$ cat src/rtl/parallax_scroll_engine.sv
`timescale 1ns/1ps
`default_nettype none
// ============================================================================
// Module   : parallax_scroll_engine
// Purpose  : N-layer parallax scroller; composites layer ROMs into VRAM.
// Revision : 1.0
// ============================================================================
module parallax_scroll_engine #(
    parameter int                 NUM_LAYERS    = 3,
    parameter int                 LAYER_WIDTH   = 296,
    parameter int                 LAYER_HEIGHT  = 120,
    parameter int                 BUFFER_WIDTH  = 160,
    parameter int                 BUFFER_HEIGHT = 120,
    parameter int                 PIXEL_W       = 8,
    parameter logic [PIXEL_W-1:0] TRANSPARENT   = 8'h00,
    parameter logic [PIXEL_W-1:0] BG_COLOR      = 8'hc9,
    parameter int                 TICK_BITS     = 17,
    parameter int                 CFG_W         = 8,
    localparam int                LAYER_L       = LAYER_WIDTH * LAYER_HEIGHT,
    localparam int                VRAM_L        = BUFFER_WIDTH * BUFFER_HEIGHT,
    localparam int                LA_W          = $clog2(LAYER_L),
    localparam int                VA_W          = $clog2(VRAM_L),
    localparam int                OFF_W         = $clog2(LAYER_WIDTH)
) (
    input  logic                            clk,
    input  logic                            rst,
    input  logic                            ena,
    input  logic                            move_valid,
    input  logic                            move_dir,
    input  logic [NUM_LAYERS*CFG_W-1:0]     layer_speed,
    input  logic [NUM_LAYERS*CFG_W-1:0]     layer_period,
    output logic [NUM_LAYERS*LA_W-1:0]      layer_rd_addr,
    input  logic [NUM_LAYERS*PIXEL_W-1:0]   layer_rd_data,
    output logic                            vram_wr_ena,
    output logic [VA_W-1:0]                 vram_wr_addr,
    output logic [PIXEL_W-1:0]              vram_wr_data,
    output logic [NUM_LAYERS*OFF_W-1:0]     layer_offset,
    output logic                            busy,
    output logic                            frame_done
);

    localparam logic [LA_W:0]   LAYER_L_X = (LA_W+1)'(LAYER_L);
    localparam logic [OFF_W:0]  LAYER_W_X = (OFF_W+1)'(LAYER_WIDTH);
    localparam logic [VA_W-1:0] LAST_PIX  = VA_W'(VRAM_L - 1);

    typedef enum logic [1:0] {
        IDLE  = 2'd0,
        LOAD  = 2'd1,
        FILL  = 2'd2,
        DRAIN = 2'd3
    } state_t;

    state_t               state_q;
    logic [VA_W-1:0]      pix_q;
    logic                 wr_ena_q;
    logic [VA_W-1:0]      wr_addr_q;
    logic                 done_q;
    logic [TICK_BITS-1:0] tick_q;
    logic                 tick;
    logic [PIXEL_W-1:0]   pix_d;

    always_ff @(posedge clk or posedge rst) begin
        if (rst) begin
            tick_q <= '0;
        end else begin
            tick_q <= tick_q + TICK_BITS'(1);
        end
    end

    assign tick = (tick_q == '0);

    always_ff @(posedge clk or posedge rst) begin
        if (rst) begin
            state_q   <= IDLE;
            pix_q     <= '0;
            wr_ena_q  <= 1'b0;
            wr_addr_q <= '0;
            done_q    <= 1'b0;
        end else begin
            wr_ena_q <= (state_q == FILL);
            done_q   <= 1'b0;
            case (state_q)
                IDLE: begin
                    if (ena) begin
                        state_q <= LOAD;
                    end
                end
                LOAD: begin
                    pix_q   <= '0;
                    state_q <= FILL;
                end
                FILL: begin
                    wr_addr_q <= pix_q;
                    pix_q     <= pix_q + VA_W'(1);
                    if (pix_q == LAST_PIX) begin
                        state_q <= DRAIN;
                    end
                end
                DRAIN: begin
                    state_q <= IDLE;
                    done_q  <= 1'b1;
                end
                default: state_q <= IDLE;
            endcase
        end
    end

    for (genvar i = 0; i < NUM_LAYERS; i++) begin : g_layer
        logic [CFG_W-1:0] spd;
        logic [CFG_W-1:0] per;
        logic [CFG_W-1:0] cnt_q;
        logic [OFF_W-1:0] spd_red;
        logic [OFF_W-1:0] off_q;
        logic [OFF_W-1:0] off_d;
        logic [OFF_W-1:0] fwd;
        logic [OFF_W-1:0] bwd;
        logic [OFF_W:0]   sum;
        logic [LA_W-1:0]  addr_q;
        logic [LA_W-1:0]  base;
        logic [LA_W:0]    inc;

        assign spd     = layer_speed[i*CFG_W +: CFG_W];
        assign per     = layer_period[i*CFG_W +: CFG_W];
        assign spd_red = OFF_W'(32'(spd) % LAYER_WIDTH);

        // Both directions stay in [0, LAYER_WIDTH) without a signed modulo.
        assign sum   = {1'b0, off_q} + {1'b0, spd_red};
        assign fwd   = (sum >= LAYER_W_X) ? OFF_W'(sum - LAYER_W_X) : OFF_W'(sum);
        assign bwd   = (off_q < spd_red)
                     ? OFF_W'({1'b0, off_q} + LAYER_W_X - {1'b0, spd_red})
                     : off_q - spd_red;
        assign off_d = move_dir ? fwd : bwd;

        always_ff @(posedge clk or posedge rst) begin
            if (rst) begin
                off_q <= '0;
                cnt_q <= '0;
            end else if (tick && move_valid && (per != '0)) begin
                if (cnt_q >= per - CFG_W'(1)) begin
                    cnt_q <= '0;
                    off_q <= off_d;
                end else begin
                    cnt_q <= cnt_q + CFG_W'(1);
                end
            end
        end

        // The running address latched at LOAD is the frame's shadow offset;
        // later offset steps never reach it until the next LOAD.
        assign base = LA_W'(32'(off_q) * LAYER_HEIGHT);
        assign inc  = {1'b0, addr_q} + (LA_W+1)'(1);

        always_ff @(posedge clk or posedge rst) begin
            if (rst) begin
                addr_q <= '0;
            end else if (state_q == LOAD) begin
                addr_q <= base;
            end else if (state_q == FILL) begin
                addr_q <= (inc >= LAYER_L_X) ? LA_W'(inc - LAYER_L_X) : LA_W'(inc);
            end
        end

        assign layer_rd_addr[i*LA_W +: LA_W]  = addr_q;
        assign layer_offset[i*OFF_W +: OFF_W] = off_q;
    end

    always_comb begin
        pix_d = BG_COLOR;
        for (int i = NUM_LAYERS - 1; i >= 0; i--) begin
            if (layer_rd_data[i*PIXEL_W +: PIXEL_W] != TRANSPARENT) begin
                pix_d = layer_rd_data[i*PIXEL_W +: PIXEL_W];
            end
        end
    end

    assign vram_wr_ena  = wr_ena_q;
    assign vram_wr_addr = wr_addr_q;
    assign vram_wr_data = wr_ena_q ? pix_d : '0;
    assign busy         = (state_q != IDLE);
    assign frame_done   = done_q;

endmodule
`default_nettype wire

$ cat config.mk
export PLATFORM = sky130hd
export DESIGN_NAME = parallax_scroll_engine
export DESIGN_NICKNAME = d
export VERILOG_FILES = /design/src/rtl/parallax_scroll_engine.sv
export SDC_FILE = /design/constraint.sdc
export NUM_CORES = 1
export LEC_CHECK = 0
export CORE_MARGIN = 1.5
export CORE_UTILIZATION = 45
export CTS_BUF_LIST = sky130_fd_sc_hd__clkbuf_16
export CTS_CLUSTER_SIZE = 30
export DETAILED_ROUTE_END_ITERATION = 8
export GPL_ROUTABILITY_DRIVEN = 1
export HOLD_SLACK_MARGIN = 0.02
export PLACE_DENSITY = 0.63
export SYNTH_ARGS = -nofsm -noshare
export SYNTH_HDL_FRONTEND = slang
export SYNTH_SLANG_ARGS = --single-unit
$ cat constraint.sdc
create_clock -name clk -period 11.6 [get_ports clk]
set_input_delay 1.16 -clock clk [delete_from_list [all_inputs] [get_ports clk]]
set_output_delay 1.16 -clock clk [all_outputs]
set_load 0.05 [all_outputs]
==> flow_summary.json <==
{
  "result_of_the_run": "finished, final reports clean",
  "worst_skew_pair.late_latency_ns": 0.45,
  "fp-row-count": 70,
  "dp_worst_setup_slack_ns": 6.75,
  "endpoint_kind": "output pin",
  "drive_above_1_share": 0.0590,
  "grt_first_pass_wirelength_um": 68300,
  "setup_repair_after_global_routing_missed_its_margin": "false",
  "final_nets": 2406,
  "cts_htree_levels": 4,
  "yosys.cell_types.count": 108,
  "grt.total_usage": 0.220,
  "finish.utilization": 0.529,
  "post-dp-hpwl_um": 32300,
  "final-instance-count-excl-fill": 2568,
  "holdCritStartpoint": "tick_q[8]$_DFF_PP0_",
  "report.final.slew_viol_count": 0,
  "slew_headroom": 0.284,
  "routed_wirelength_um": 41500,
  "ff2ff_path_depth": 14,
  "actual_slew_at_the_worst_max_slew_pin_ns": 1.06,
  "totalNegativeSetupSlack_ns": 0,
  "arrival_ns": 3.74,
  "hold_path.class": "reg -> reg",
  "clk_pin_slew_worst_paths_ns": 0.06,
  "numPortBuffers": 177,
  "num_vias": 14199,
  "netlist_area_um2": 16600,
  "nFillCells": 3442,
  "grt_pass1_vias": 13718,
  "drtIter0Drc": 842,
  "drv.max_cap_violation_count": 0,
  "pin_count_of_the_biggest_net_entering_global_routing": 80,
  "setup_viol": 0,
  "core_region_area_um2": 36400,
  "synth-edff-count": 0,
  "ios": 178,
  "drc": 0,
  "timing_worst_setup_path_type": "in -> out",
  "crit-reg2reg-launch": "g_layer[0].off_q[3]$_DFFE_PP0P_",
  "syn_to_final_growth_pct": 16.5,
  "overflow": 0,
  "netlist_instances": 1949,
  "timing.critical_path.from_type": "input port",
  "ys.flop_type": "sky130_fd_sc_hd__dfrtp_1",
  "die_width_um": 195,
  "avgViaCountPerCell": 5.53,
  "power_density_nw_per_um2": 67.1,
  "cts_buffer_count": 17,
  "worstPathMaxFanout": 8,
  "ys_async_sr_fraction": 1.00,
  "antenna-diode-count": 0,
  "final_antenna_net_count": 0,
  "tritoncts_clock_tree": "built",
  "vdd.ir_drop.worst_v": 0.0000993,
  "clock_sinks": 150,
  "ys_seq_area_frac": 0.227,
  "timing_hold_violations_final": 0,
  "post-layout-total-power_mw": 1.29,
  "mappedNetlistNets": 2268,
  "max_freq_mhz": 204,
  "min_path_cells": 1,
  "post_cts_hold_buffer_count": 0,
  "design.die.area_um2": 38000,
  "final.setup_skew_ns": 0.0134,
  "placedCellCount": 2536,
  "finalCritPeriodShare": 0.422,
  "power.leakage_nw": 8.43,
  "yosys_register_bits": 150,
  "globalplace.congestion": 0.894,
  "number_of_warnings_printed_during_yosys_synthesis": 0,
  "worst-r2r-setup-slack_ns": 7.79,
  "detail_route.wl_per_cell_um": 16.1,
  "initial_core_util": 0.454,
  "cts-root-to-sink-buffers": 2,
  "detail_route.first_pass.iterations": 5,
  "period_needed_ns": 4.90,
  "required_time_of_the_worst_setup_path_ns": 10.44,
  "worstReg2RegEnd": "g_layer[0].addr_q[15]$_DFFE_PP0P_",
  "grt_antenna_before_repair": 0,
  "min_to": "tick_q[8]$_DFF_PP0_",
  "dieHeight_um": 195,
  "syn_avg_cell_area_um2": 8.50,
  "post-route-worst-setup-slack_ns": 6.70,
  "clock-root-buffer": "sky130_fd_sc_hd__clkbuf_16",
  "post_cts.repair.setup_buffers": 0,
  "cts_resized": 0
}
## where the power goes
part | switching (mW) | total (mW) | internal (mW) | leakage, nW
logic | 0.111 | 0.202 | 0.0908 | 6.20
clock network | 0.273 | 0.565 | 0.292 | 0.292
registers | 0.00277 | 0.527 | 0.524 | 1.94
total | 0.387 | 1.29 | 0.907 | 8.43
## worst max-delay path: stages
cell	delay, ns
sky130_fd_sc_hd__clkdlybuf4s50_1	0.43
sky130_fd_sc_hd__or4_1	0.53
sky130_fd_sc_hd__nor2_1	0.35
sky130_fd_sc_hd__o21ai_0	0.16
sky130_fd_sc_hd__a21oi_1	0.18
sky130_fd_sc_hd__o21a_1	0.12
sky130_fd_sc_hd__clkdlybuf4s50_1	0.80
## metal layers
metal	track usage	routed length [um]
met5	0	0
met1	0.300	20100
met2	0.369	19100
met3	0.0260	1570
met4	0.0626	724
## kinds of logic after synthesis
kind of cell,Yosys count,synth area share
and+or+nand+nor,664,0.207
AOI/OAI and AO/OA,414,0.171
buffers and inverters,264,0.0625
adders and majority gates,242,0.213
xor gates and xnor gates,177,0.0950
DFF,150,0.227
muxes,38,0.0252
## cell usage after synthesis (19+ instances only)
| cell type | instances | share of area |
|---|---|---|
| sky130_fd_sc_hd__a21oi_1 | 89 | 0.027 |
| sky130_fd_sc_hd__a31oi_1 | 21 | 0.0079 |
| sky130_fd_sc_hd__and2_1 | 20 | 0.0076 |
| sky130_fd_sc_hd__and3_1 | 20 | 0.0076 |
| sky130_fd_sc_hd__clkbuf_1 | 37 | 0.0084 |
| sky130_fd_sc_hd__dfrtp_1 | 150 | 0.23 |
| sky130_fd_sc_hd__fa_1 | 66 | 0.080 |
| sky130_fd_sc_hd__ha_1 | 176 | 0.13 |
| sky130_fd_sc_hd__inv_1 | 198 | 0.045 |
| sky130_fd_sc_hd__mux2_2 | 26 | 0.018 |
| sky130_fd_sc_hd__nand2_1 | 152 | 0.034 |
| sky130_fd_sc_hd__nand2b_1 | 31 | 0.012 |
| sky130_fd_sc_hd__nand3_1 | 51 | 0.015 |
| sky130_fd_sc_hd__nand4_1 | 29 | 0.011 |
| sky130_fd_sc_hd__nor2_1 | 163 | 0.037 |
| sky130_fd_sc_hd__nor2b_1 | 27 | 0.010 |
| sky130_fd_sc_hd__nor3_1 | 56 | 0.017 |
| sky130_fd_sc_hd__nor4_1 | 19 | 0.0072 |
| sky130_fd_sc_hd__o21ai_0 | 107 | 0.032 |
| sky130_fd_sc_hd__xnor2_1 | 106 | 0.056 |
| sky130_fd_sc_hd__xor2_1 | 68 | 0.036 |
## final cells by class
class	count	area (um2)	area share
clock buffer	17	425	0.0221
clock inverter	15	180	0.00934
inverter	202	766	0.0397
multi-input combinational	1535	11800	0.611
sequential	150	3750	0.195
tap	468	586	0.0304
timing repair buffer	181	1800	0.0932
## worst max path at each step
stage / cells past startpoint / startpoint / to / slack [ns]
2_1_floorplan: 1 / rst / frame_done$_DFF_PP0_ / 6.40
3_3_place_gp: 7 / layer_rd_data[13] / vram_wr_data[6] / 6.75
3_5_place_dp: 7 / layer_rd_data[13] / vram_wr_data[3] / 6.75
4_1_cts: 7 / layer_rd_data[13] / vram_wr_data[3] / 6.73
5_1_grt: 7 / layer_rd_data[13] / vram_wr_data[7] / 6.51
6_report: 7 / layer_rd_data[13] / vram_wr_data[3] / 6.70
## flip-flops by register name (all words and copies together) (netlist names)
register	count
pix_q	15
g_layer.cnt_q	24
frame_done	1
state_q	2
tick_q	17
g_layer.addr_q	48
vram_wr_addr	15
vram_wr_ena	1
g_layer.off_q	27
## stage by stage
stage / hold slack (ns) / cell area [um2]
after global placement: 0.476 / 18700
final: 0.493 / 19300
after floorplan: 0.439 / 16600
after global routing: 0.520 / 19300
after detailed placement: 0.483 / 18700
after CTS: 0.496 / 19300
## placed cells by master, fill, tap and decap left out, types with 11 or more instances in the layout
master,n
sky130_fd_sc_hd__a21oi_1,89
sky130_fd_sc_hd__o21ai_0,107
sky130_fd_sc_hd__nand4_1,29
sky130_fd_sc_hd__nor2b_1,27
sky130_fd_sc_hd__a21o_1,17
sky130_fd_sc_hd__or4_1,12
sky130_fd_sc_hd__nor4_1,19
sky130_fd_sc_hd__and2_1,20
sky130_fd_sc_hd__ha_1,174
sky130_fd_sc_hd__xnor2_1,106
sky130_fd_sc_hd__or3_1,17
sky130_fd_sc_hd__nand2_1,152
sky130_fd_sc_hd__clkdlybuf4s50_1,176
sky130_fd_sc_hd__dfrtp_1,150
sky130_fd_sc_hd__a211oi_1,17
sky130_fd_sc_hd__nand2b_1,31
sky130_fd_sc_hd__inv_1,197
sky130_fd_sc_hd__clkbuf_16,17
sky130_fd_sc_hd__mux2_2,26
sky130_fd_sc_hd__nor3b_1,12
sky130_fd_sc_hd__nand3_1,51
sky130_fd_sc_hd__and3_1,20
sky130_fd_sc_hd__xor2_1,68
sky130_fd_sc_hd__fa_1,66
sky130_fd_sc_hd__mux2i_1,11
sky130_fd_sc_hd__nor3_1,56
sky130_fd_sc_hd__o211ai_1,12
sky130_fd_sc_hd__o21a_1,16
sky130_fd_sc_hd__or2_2,12
sky130_fd_sc_hd__nor2_1,163
sky130_fd_sc_hd__a31oi_1,21
Note: power is estimated with default switching activity, not from simulation.
